`src/rtl/accum_calc_pkg.sv`:
```
// Shared opcodes, FSM encoding and error bit indices
// for the accumulator calculator.
package accum_calc_pkg;

  localparam logic [3:0] OP_NOP  = 4'h0;
  localparam logic [3:0] OP_CLR  = 4'h1;
  localparam logic [3:0] OP_SET  = 4'h2;
  localparam logic [3:0] OP_RSV  = 4'h3;
  localparam logic [3:0] OP_ADD  = 4'h4;
  localparam logic [3:0] OP_SUB  = 4'h5;
  localparam logic [3:0] OP_MUL  = 4'h6;
  localparam logic [3:0] OP_DIV  = 4'h7;
  localparam logic [3:0] OP_MOD  = 4'h8;
  localparam logic [3:0] OP_AND  = 4'h9;
  localparam logic [3:0] OP_OR   = 4'hA;
  localparam logic [3:0] OP_XOR  = 4'hB;
  localparam logic [3:0] OP_NAND = 4'hC;
  localparam logic [3:0] OP_NOR  = 4'hD;
  localparam logic [3:0] OP_XNOR = 4'hE;
  localparam logic [3:0] OP_NOT  = 4'hF;

  typedef enum logic {
    ST_IDLE   = 1'b0,
    ST_DIVIDE = 1'b1
  } state_t;

  localparam int ERR_OVF  = 0;
  localparam int ERR_DIV0 = 1;

endpackage

```
`src/rtl/accum_calc_divider.sv`:
```
// Restoring sequential divider, one quotient bit per cycle.
// valid is high on the edge that commits the final step.
module seq_divider #(
  parameter int W = 16
) (
  input  logic         Clk,
  input  logic         Rst,
  input  logic         load,
  input  logic [W-1:0] dividend,
  input  logic [W-1:0] divisor,
  output logic [W-1:0] quotient,
  output logic [W-1:0] remainder,
  output logic         valid
);

  localparam int CW = $clog2(W + 1);

  logic [CW-1:0] count;
  logic [W-1:0]  quoReg;
  logic [W-1:0]  remReg;
  logic [W-1:0]  divReg;
  logic [W:0]    shifted;
  logic [W-1:0]  diff;
  logic          fits;

  // Next restoring step; outputs are the post-step values
  always_comb begin
    shifted   = {remReg, quoReg[W-1]};
    fits      = shifted >= {1'b0, divReg};
    diff      = shifted[W-1:0] - divReg;
    quotient  = {quoReg[W-2:0], fits};
    remainder = fits ? diff : shifted[W-1:0];
    valid     = (count == CW'(1));
  end

  // Operand latch and step/counter register
  always_ff @(posedge Clk) begin
    if (Rst) begin
      count  <= '0;
      quoReg <= '0;
      remReg <= '0;
      divReg <= '0;
    end else if (load) begin
      count  <= CW'(W);
      quoReg <= dividend;
      remReg <= '0;
      divReg <= divisor;
    end else if (count != '0) begin
      count  <= count - CW'(1);
      quoReg <= quotient;
      remReg <= remainder;
    end
  end

endmodule

```
`src/rtl/accum_calc.sv`:
```
// Accumulator calculator: opcode decode, result mux,
// Start/Ready/Done handshake and divide sequencing.
module accum_calc
  import accum_calc_pkg::*;
#(
  parameter int W = 16
) (
  input  logic           Clk,
  input  logic           Rst,
  input  logic           Start,
  input  logic [3:0]     OpCode,
  input  logic [W-1:0]   InputA,
  output logic           Ready,
  output logic           Done,
  output logic [2*W-1:0] Result,
  output logic [1:0]     Error
);

  state_t         state, nextState;
  logic [2*W-1:0] resultReg, nextResult;
  logic [1:0]     errorReg, nextError;
  logic           doneReg, nextDone;
  logic           isMod, nextIsMod;

  logic [W-1:0]   f;
  logic [W-1:0]   addRes, subRes;
  logic           addOvf, subOvf;
  logic [2*W-1:0] product;
  logic           accept;
  logic           divLoad;
  logic [W-1:0]   divQuo, divRem;
  logic           divValid;

  assign f      = resultReg[W-1:0];
  assign Ready  = (state == ST_IDLE);
  assign accept = Start & Ready;
  assign Result = resultReg;
  assign Error  = errorReg;
  assign Done   = doneReg;

  seq_divider #(.W(W)) uDiv (
    .Clk       (Clk),
    .Rst       (Rst),
    .load      (divLoad),
    .dividend  (f),
    .divisor   (InputA),
    .quotient  (divQuo),
    .remainder (divRem),
    .valid     (divValid)
  );

  // Arithmetic datapath on feedback and operand
  always_comb begin
    addRes  = f + InputA;
    subRes  = f - InputA;
    addOvf  = (f[W-1] == InputA[W-1]) &
              (addRes[W-1] != f[W-1]);
    subOvf  = (f[W-1] != InputA[W-1]) &
              (subRes[W-1] != f[W-1]);
    product = {{W{1'b0}}, f} * {{W{1'b0}}, InputA};
  end

  // Next-state, result mux and handshake control
  always_comb begin
    nextState  = state;
    nextResult = resultReg;
    nextError  = errorReg;
    nextDone   = 1'b0;
    nextIsMod  = isMod;
    divLoad    = 1'b0;
    unique case (state)
      ST_IDLE: begin
        if (accept) begin
          nextDone  = 1'b1;
          nextError = 2'b00;
          unique case (OpCode)
            OP_NOP, OP_RSV: ;
            OP_CLR: nextResult = '0;
            OP_SET: nextResult = '1;
            OP_ADD: begin
              nextResult = {{W{addRes[W-1]}}, addRes};
              nextError[ERR_OVF] = addOvf;
            end
            OP_SUB: begin
              nextResult = {{W{subRes[W-1]}}, subRes};
              nextError[ERR_OVF] = subOvf;
            end
            OP_MUL: nextResult = product;
            OP_DIV, OP_MOD: begin
              if (InputA == '0) begin
                nextError[ERR_DIV0] = 1'b1;
              end else begin
                nextDone  = 1'b0;
                divLoad   = 1'b1;
                nextIsMod = (OpCode == OP_MOD);
                nextState = ST_DIVIDE;
              end
            end
            OP_AND:
              nextResult = {{W{1'b0}}, f & InputA};
            OP_OR:
              nextResult = {{W{1'b0}}, f | InputA};
            OP_XOR:
              nextResult = {{W{1'b0}}, f ^ InputA};
            OP_NAND:
              nextResult = {{W{1'b0}}, ~(f & InputA)};
            OP_NOR:
              nextResult = {{W{1'b0}}, ~(f | InputA)};
            OP_XNOR:
              nextResult = {{W{1'b0}}, ~(f ^ InputA)};
            OP_NOT: nextResult = ~resultReg;
            default: ;
          endcase
        end
      end
      ST_DIVIDE: begin
        if (divValid) begin
          nextResult = {{W{1'b0}}, isMod ? divRem : divQuo};
          nextError  = 2'b00;
          nextDone   = 1'b1;
          nextState  = ST_IDLE;
        end
      end
      default: nextState = ST_IDLE;
    endcase
  end

  // Accumulator, error, done and state registers
  always_ff @(posedge Clk) begin
    if (Rst) begin
      state     <= ST_IDLE;
      resultReg <= '0;
      errorReg  <= 2'b00;
      doneReg   <= 1'b0;
      isMod     <= 1'b0;
    end else begin
      state     <= nextState;
      resultReg <= nextResult;
      errorReg  <= nextError;
      doneReg   <= nextDone;
      isMod     <= nextIsMod;
    end
  end

endmodule

```
`config.mk`:
```
export PLATFORM = sky130hd
export DESIGN_NAME = accum_calc
export DESIGN_NICKNAME = d
export VERILOG_FILES = /design/src/rtl/accum_calc_pkg.sv /design/src/rtl/accum_calc_divider.sv /design/src/rtl/accum_calc.sv
export SDC_FILE = /design/constraint.sdc
export NUM_CORES = 1
export LEC_CHECK = 0
export BUFFER_PORTS_ARGS = -buffer_cell sky130_fd_sc_hd__buf_4
export CAP_MARGIN = 25
export CORE_MARGIN = 2
export CORE_UTILIZATION = 50
export CTS_CLUSTER_DIAMETER = 120
export CTS_CLUSTER_SIZE = 10
export DETAILED_ROUTE_END_ITERATION = 7
export PLACE_DENSITY = 0.63
export SETUP_SLACK_MARGIN = 0.05
export SYNTH_ARGS = -nofsm -noshare
export SYNTH_HDL_FRONTEND = slang
export SYNTH_SLANG_ARGS = --single-unit
```
`constraint.sdc`:
```
create_clock -name Clk -period 6.9 [get_ports Clk]
set_input_delay 0.345 -clock Clk [delete_from_list [all_inputs] [get_ports Clk]]
set_output_delay 0.345 -clock Clk [all_outputs]
set_load 0.01 [all_outputs]
```
Yosys cells after proc, flatten, opt, wreduce, memory -nomap -nowiden. Cells that the tools add are included.

Bits in registers: 90. Latch bits: 0. RAM bits: 0. Bits in read-only memories: 0. Bits of input ports: 23. Output and inout port bits: 36. Logic and storage cells: 84. Memories kept: 0.

Add/subtract/negate cells: 4. $mul: 1. Div/mod/pow operators: 0. Order comparisons: 1. Equality and inequality tests: 22. Shifts and indexed selects: 0. Muxes and demuxes: 26. Bitwise operators: 12. Reductions and logical operators: 8.

Operators with widths (count): 32-bit case mux with 12 select lines (1); 16-bit 2-to-1 mux (4); 32-bit 2-to-1 mux (2); 32-bit case mux with 2 select lines (1); 16-bit NOT (3); 4-bit equality test, second input constant (8); 16-bit by 16-bit multiplier with 32-bit output (1); 32-bit NOT (1); 16-bit subtractor (2); 17-bit by 16-bit greater-or-equal comparator with 1-bit output (1); 16-bit adder (1); 16-bit bitwise AND (1); 4-bit by 3-bit equality test with 1-bit output, second input constant (4); 16-bit logical NOT (1); 16-bit bitwise OR (1); 16-bit XOR (1); 13-bit by 1-bit inequality test with 1-bit output, second input constant (1); 1-bit 2-to-1 mux (10); 5-bit 2-to-1 mux (2); 1-bit case mux with 2 select lines (3); 5-bit by 1-bit equality test with 1-bit output, second input constant (1); 5-bit nonzero test (1); 5-bit by 1-bit subtractor with 5-bit output, second input constant (1); 4-bit by 1-bit equality test with 1-bit output, second input constant (1); other kinds (13) (21).

Depth between registers and ports, before layout.
Word-level depth: 6. Mapped depth: 24. Mapped depth without buffers: 23.

By module. From an unflattened synthesis, not the netlist that was laid out.

Cells, all modules: 2077. Area total of the unflattened synthesis: 16397.0 um^2.

Modules (own cells, without submodules): accum_calc (times used 1, cells an instance 1653, area each 13020.0 um^2, sequential area each 740.7 um^2); seq_divider (times used 1, cells an instance 424, area each 3377.0 um^2, sequential area each 1061.0 um^2).

Worst setup path before layout. OpenSTA, ideal clock, no wires.

Kind: register to register. Start: reg resultReg[5], in the netlist Result[5]. End: reg resultReg[31], in the netlist Result[31]. Setup time: 0.101 ns. Arrival: 6.084 ns. Data required time: 6.799 ns. Setup slack: 0.715 ns. Cell stages (with the launch flop): 24. Buffers on the path: 1. Period minus slack after synthesis: 6.185 ns. Path through: dfxtp_1 -> clkbuf_1 -> clkinv_1 -> nor2_1 -> fa_1 -> inv_1 -> fa_1 -> fa_1 -> fa_1 -> inv_1 -> fa_1 -> inv_1 -> fa_1 -> inv_1 -> ha_1 -> and3_1 -> o21a_1 -> o31ai_1 -> a21oi_1 -> a211oi_1 -> o31a_1 -> o211a_1 -> o31a_1 -> o41ai_1.

Word-level cells in the longest chain between the ends: 4. Elaborated cells between the ends (all ways): 6. Those cells by class: add/sub: 2; mul: 1; mux: 3.

RTL lines: start: declaration (line accum_calc.sv:20) `logic [2*W-1:0] resultReg, nextResult;`; start signal: assignment (line accum_calc.sv:138) `resultReg <= nextResult;`; 16-bit by 16-bit multiplier with 32-bit output, or another cell as far along (line accum_calc.sv:60) `product = {{W{1'b0}}, f} * {{W{1'b0}}, InputA};`; 32-bit case mux with 12 select lines * (line accum_calc.sv:76) `unique case (OpCode)`; 32-bit 2-to-1 mux * (line accum_calc.sv:73) `if (accept) begin`; 32-bit case mux with 2 select lines * (line accum_calc.sv:71) `unique case (state)`.

Every way passes the cells marked *; elsewhere a longest branch is shown, timed or not. The select of a mux whose other input is x is not followed. A chain may end at the register's enable or synchronous reset.

Worst setup path after layout.
Start: reg resultReg[10], in the netlist Result[10]. End: reg resultReg[28], in the netlist Result[28].

Same word-level chain as after synthesis.

==> qor.csv <==
stage;metric;value;unit
power_and_ir_drop;Psw;2007;uW
critical_path;worst-path cell with the longest stage delay;dfxtp_1;
synthesis;Yosys cell types;76;
clock_tree;clk buf depth;2;
synthesis;area leader, netlist;fa_1;
synthesis;Syn Area/Cell;7.845;um^2
flow_run;max cap viols;0;
timing;final worst path period share;0.9517;
clock_tree;TritonCTS Buffers;9;
clock_tree;Reg clk slew, reported paths;0.08;ns
timing;Final Hold Slack;0.2600;ns
cells_and_area;antenna fix cells;0;
synthesis;Synth Cell Area;15720;um^2
clock_tree;Sink Count;90;
critical_path;WP buf/inv;4;
die;num rows;64;
critical_path;max incr delay on CP;0.60;ns
global_route;GRT Residual Overflow;0;
cells_and_area;Layout Nets;2426;
timing;Hold Fails Final Rpt;0;
cells_and_area;share of post-route cells with drive strength above 1;0.08525;
power_and_ir_drop;Comb power frac;0.697;
critical_path;critical path capture point type;flop;
die;Initial Utilization;0.5113;
route;post-route ant nets;0;
route;Post-route DRC;0;
global_route;Overall Global Routing Usage;0.3409;
clock_tree;Worst-Skew Late Latency;0.37;ns
critical_path;CP Max Fanout;7;
die;Die X;181.3;um
route;via count;14800;
clock_tree;CTS resizes;0;
synthesis;flops & latches, synth;90;
cells_and_area;Layout fillers;3030;
worst_hold_path;HP Class;primary input to flop;
timing;Setup TNS Final;0;ns
synthesis;sequential share of the synthesized area;0.1146;
clock_tree;Max H-tree Level;3;
route;initial DRC count;1636;
power_and_ir_drop;Seq pwr share;0.175;
die;die area;32880;um^2
power_and_ir_drop;Clock power frac;0.128;
critical_path;critical path's top delay family;adder cells;
critical_path;critical path class;flop to flop;
power_and_ir_drop;Pwr Total;3887;uW
timing;min Tclk post-route;6.567;ns
synthesis;syn nets;2394;
clock_tree;TritonCTS clock tree;done;
synthesis;most frequent cell after synthesis;inv_1;
die;Core Area;30750;um^2
critical_path;CP Cell Sequence;nand2_1 > fa_1 > fa_1 > fa_1 > fa_1 > inv_1 > fa_1 > inv_1 > fa_1 > inv_1 > ha_1 > and3_1 > and3_1 > o311ai_0 > a21oi_1 > buf_4 > o2111ai_1 > a32oi_1 > xnor2_1 > o21ai_0 > a22o_1;
synthesis;ys async rst share;0;
critical_path;worst path arrival time;6.82;ns
timing;RSZ-0062 raised after global routing;no;
synthesis;yosys warns;0;
route;post-detailed-routing wire length;54600;um
placed_design;GPL Wtd Cong;0.9752;
timing;FMAX;152.3;MHz
timing;fin. max-slew vios;0;
critical_path;most frequent CP cell;fa_1;
synthesis;Most used DFF post-synth;dfxtp_1;
synthesis;EDFF count, synth;0;
status;run status;completed;
cells_and_area;FF+latch area;1804;um^2
timing;Slew headroom;0.3107;
power_and_ir_drop;Net Sw Frac;0.5164;
route;vias per cell;6.075;
timing;slew of the pin with the lowest slew margin;1.034;ns
cells_and_area;Multi-input gate area;12350;um^2
synthesis;Cells after Synth;2004;
synthesis;commonest cells in the netlist;inv_1, nand2_1, nor2_1, fa_1, ha_1;
critical_path;startpoint types;flop;
placed_design;IO buf count;58;
power_and_ir_drop;internal power;1880;uW
placed_design;detailed placement HPWL;43100;um
global_route;largest net degree at the start of global routing;65;
cells_and_area;Syn-to-layout area delta;8.380;%
global_route;global-route wire length before repair;86140;um
global_route;initial antenna violation count;1;
power_and_ir_drop;PwrDens;228.1;nW/um^2
route;Pre-antenna DRT Iters;8;
clock_tree;# hold bufs at CTS;0;
clock_tree;CTS root buf;clkbuf_16;
global_route;vias in the first global route;14880;
synthesis;Synth area leaders;fa_1, ha_1, dfxtp_1;
die;die height;181.3;um
power_and_ir_drop;Max VDD drop;0.2307;mV
critical_path;Req. time, crit path;7.15;ns
timing;final setup fails;0;
route;post-DR wirelength/cell;22.40;um
synthesis;area share of the largest cell type after synthesis;0.2509;
clock_tree;post-CTS setup buffers;0;
die;I/O pin cnt;59;
power_and_ir_drop;Pleak;0.008127;uW
timing;clk_skew;0.01242;ns
cells in the final DEF, fill, tap and decap left out, types with 15 or more instances in the layout:
cell type / instances
a211oi_1: 30
ha_1: 170
xnor2_1: 24
a311oi_1: 17
nor3_1: 24
nand3_1: 18
nand2_1: 281
nor2_1: 228
mux2i_1: 29
inv_1: 302
dfxtp_1: 88
a31oi_1: 16
fa_1: 197
o21ai_0: 73
o221ai_1: 15
a21o_1: 23
o22ai_1: 18
buf_4: 121
a21oi_1: 118
metal layers:
layer  track usage  vias up  share of wire
li1              -     6703              -
met1        0.4627     7222           0.41
met2        0.5528      744           0.46
met3       0.04918      135          0.089
met4        0.1285        0          0.040
met5             0        -              0
final timing paths:
kind         cells past startpoint  slack [ns]                   startpoint                           to
max reg2reg                     21        0.33      Result[10]$_SDFFE_PP0P_      Result[28]$_SDFFE_PP0P_
min reg2reg                      2        0.46  uDiv.divReg[7]$_SDFFE_PP0P_  uDiv.divReg[7]$_SDFFE_PP0P_
max                             21        0.33      Result[10]$_SDFFE_PP0P_      Result[28]$_SDFFE_PP0P_
min                              3        0.26                        Start              Done$_SDFF_PP0_
layout make-up:
class                           instances  area share
Multi-Input combinational cell       1499      0.7246
Sequential cell                        90      0.1059
Inverter                              314     0.06939
Timing Repair Buffer                  122     0.05419
Tap cell                              396     0.02908
Clock buffer                           10     0.01403
Clock inverter                          6    0.002790
power by group through the flow:
stage          combinational [uW]  clock, uW  sequential [uW]
2_1_floorplan                1910          0              675
3_5_place_dp                 2680          0              687
4_1_cts                      2710        510              675
5_1_grt                      3000        523              687
3_3_place_gp                 2650          0              685
6_report                     2710        499              679
kinds of logic (layout without fill, tap and decap cells):
kind of cell               Yosys count  in the layout  share of synthesized area
muxes                               36             36                    0.02563
DFF                                 90             90                     0.1146
adders and majority gates          367            367                     0.3862
AOI/OAI and AO/OA                  440            440                     0.1903
buffers and inverters              415            452                     0.1004
xor gates and xnor gates            35             35                    0.01950
and+or+nand+nor                    621            621                     0.1635
sequential cells by signal (all words and copies together), names as in the netlist:
register and count:
Done 1, Error 2, Result 32, isMod 1
state 1, uDiv.count 5, uDiv.divReg 16, uDiv.quoReg 16
uDiv.remReg 16
stage by stage:
stage,instances,instance area [um^2],utilization,setup slack (ns)
after floorplan,2004,15720,-,0.7149
after global placement,2420,16730,0.5441,0.3113
after detailed placement,2421,16750,0.5446,0.2392
after CTS,2437,17030,0.5539,0.3264
after global routing,2437,17040,0.5541,0.05684
final,2437,17040,0.5541,0.3332
worst min-delay path: cells and delay by family:
kind | cells | cell delay (ns)
compound gates | 1 | 0.06
buf+inv | 1 | 0.11
simple gates | 1 | 0.06
Power figures use the tool's default switching activity.
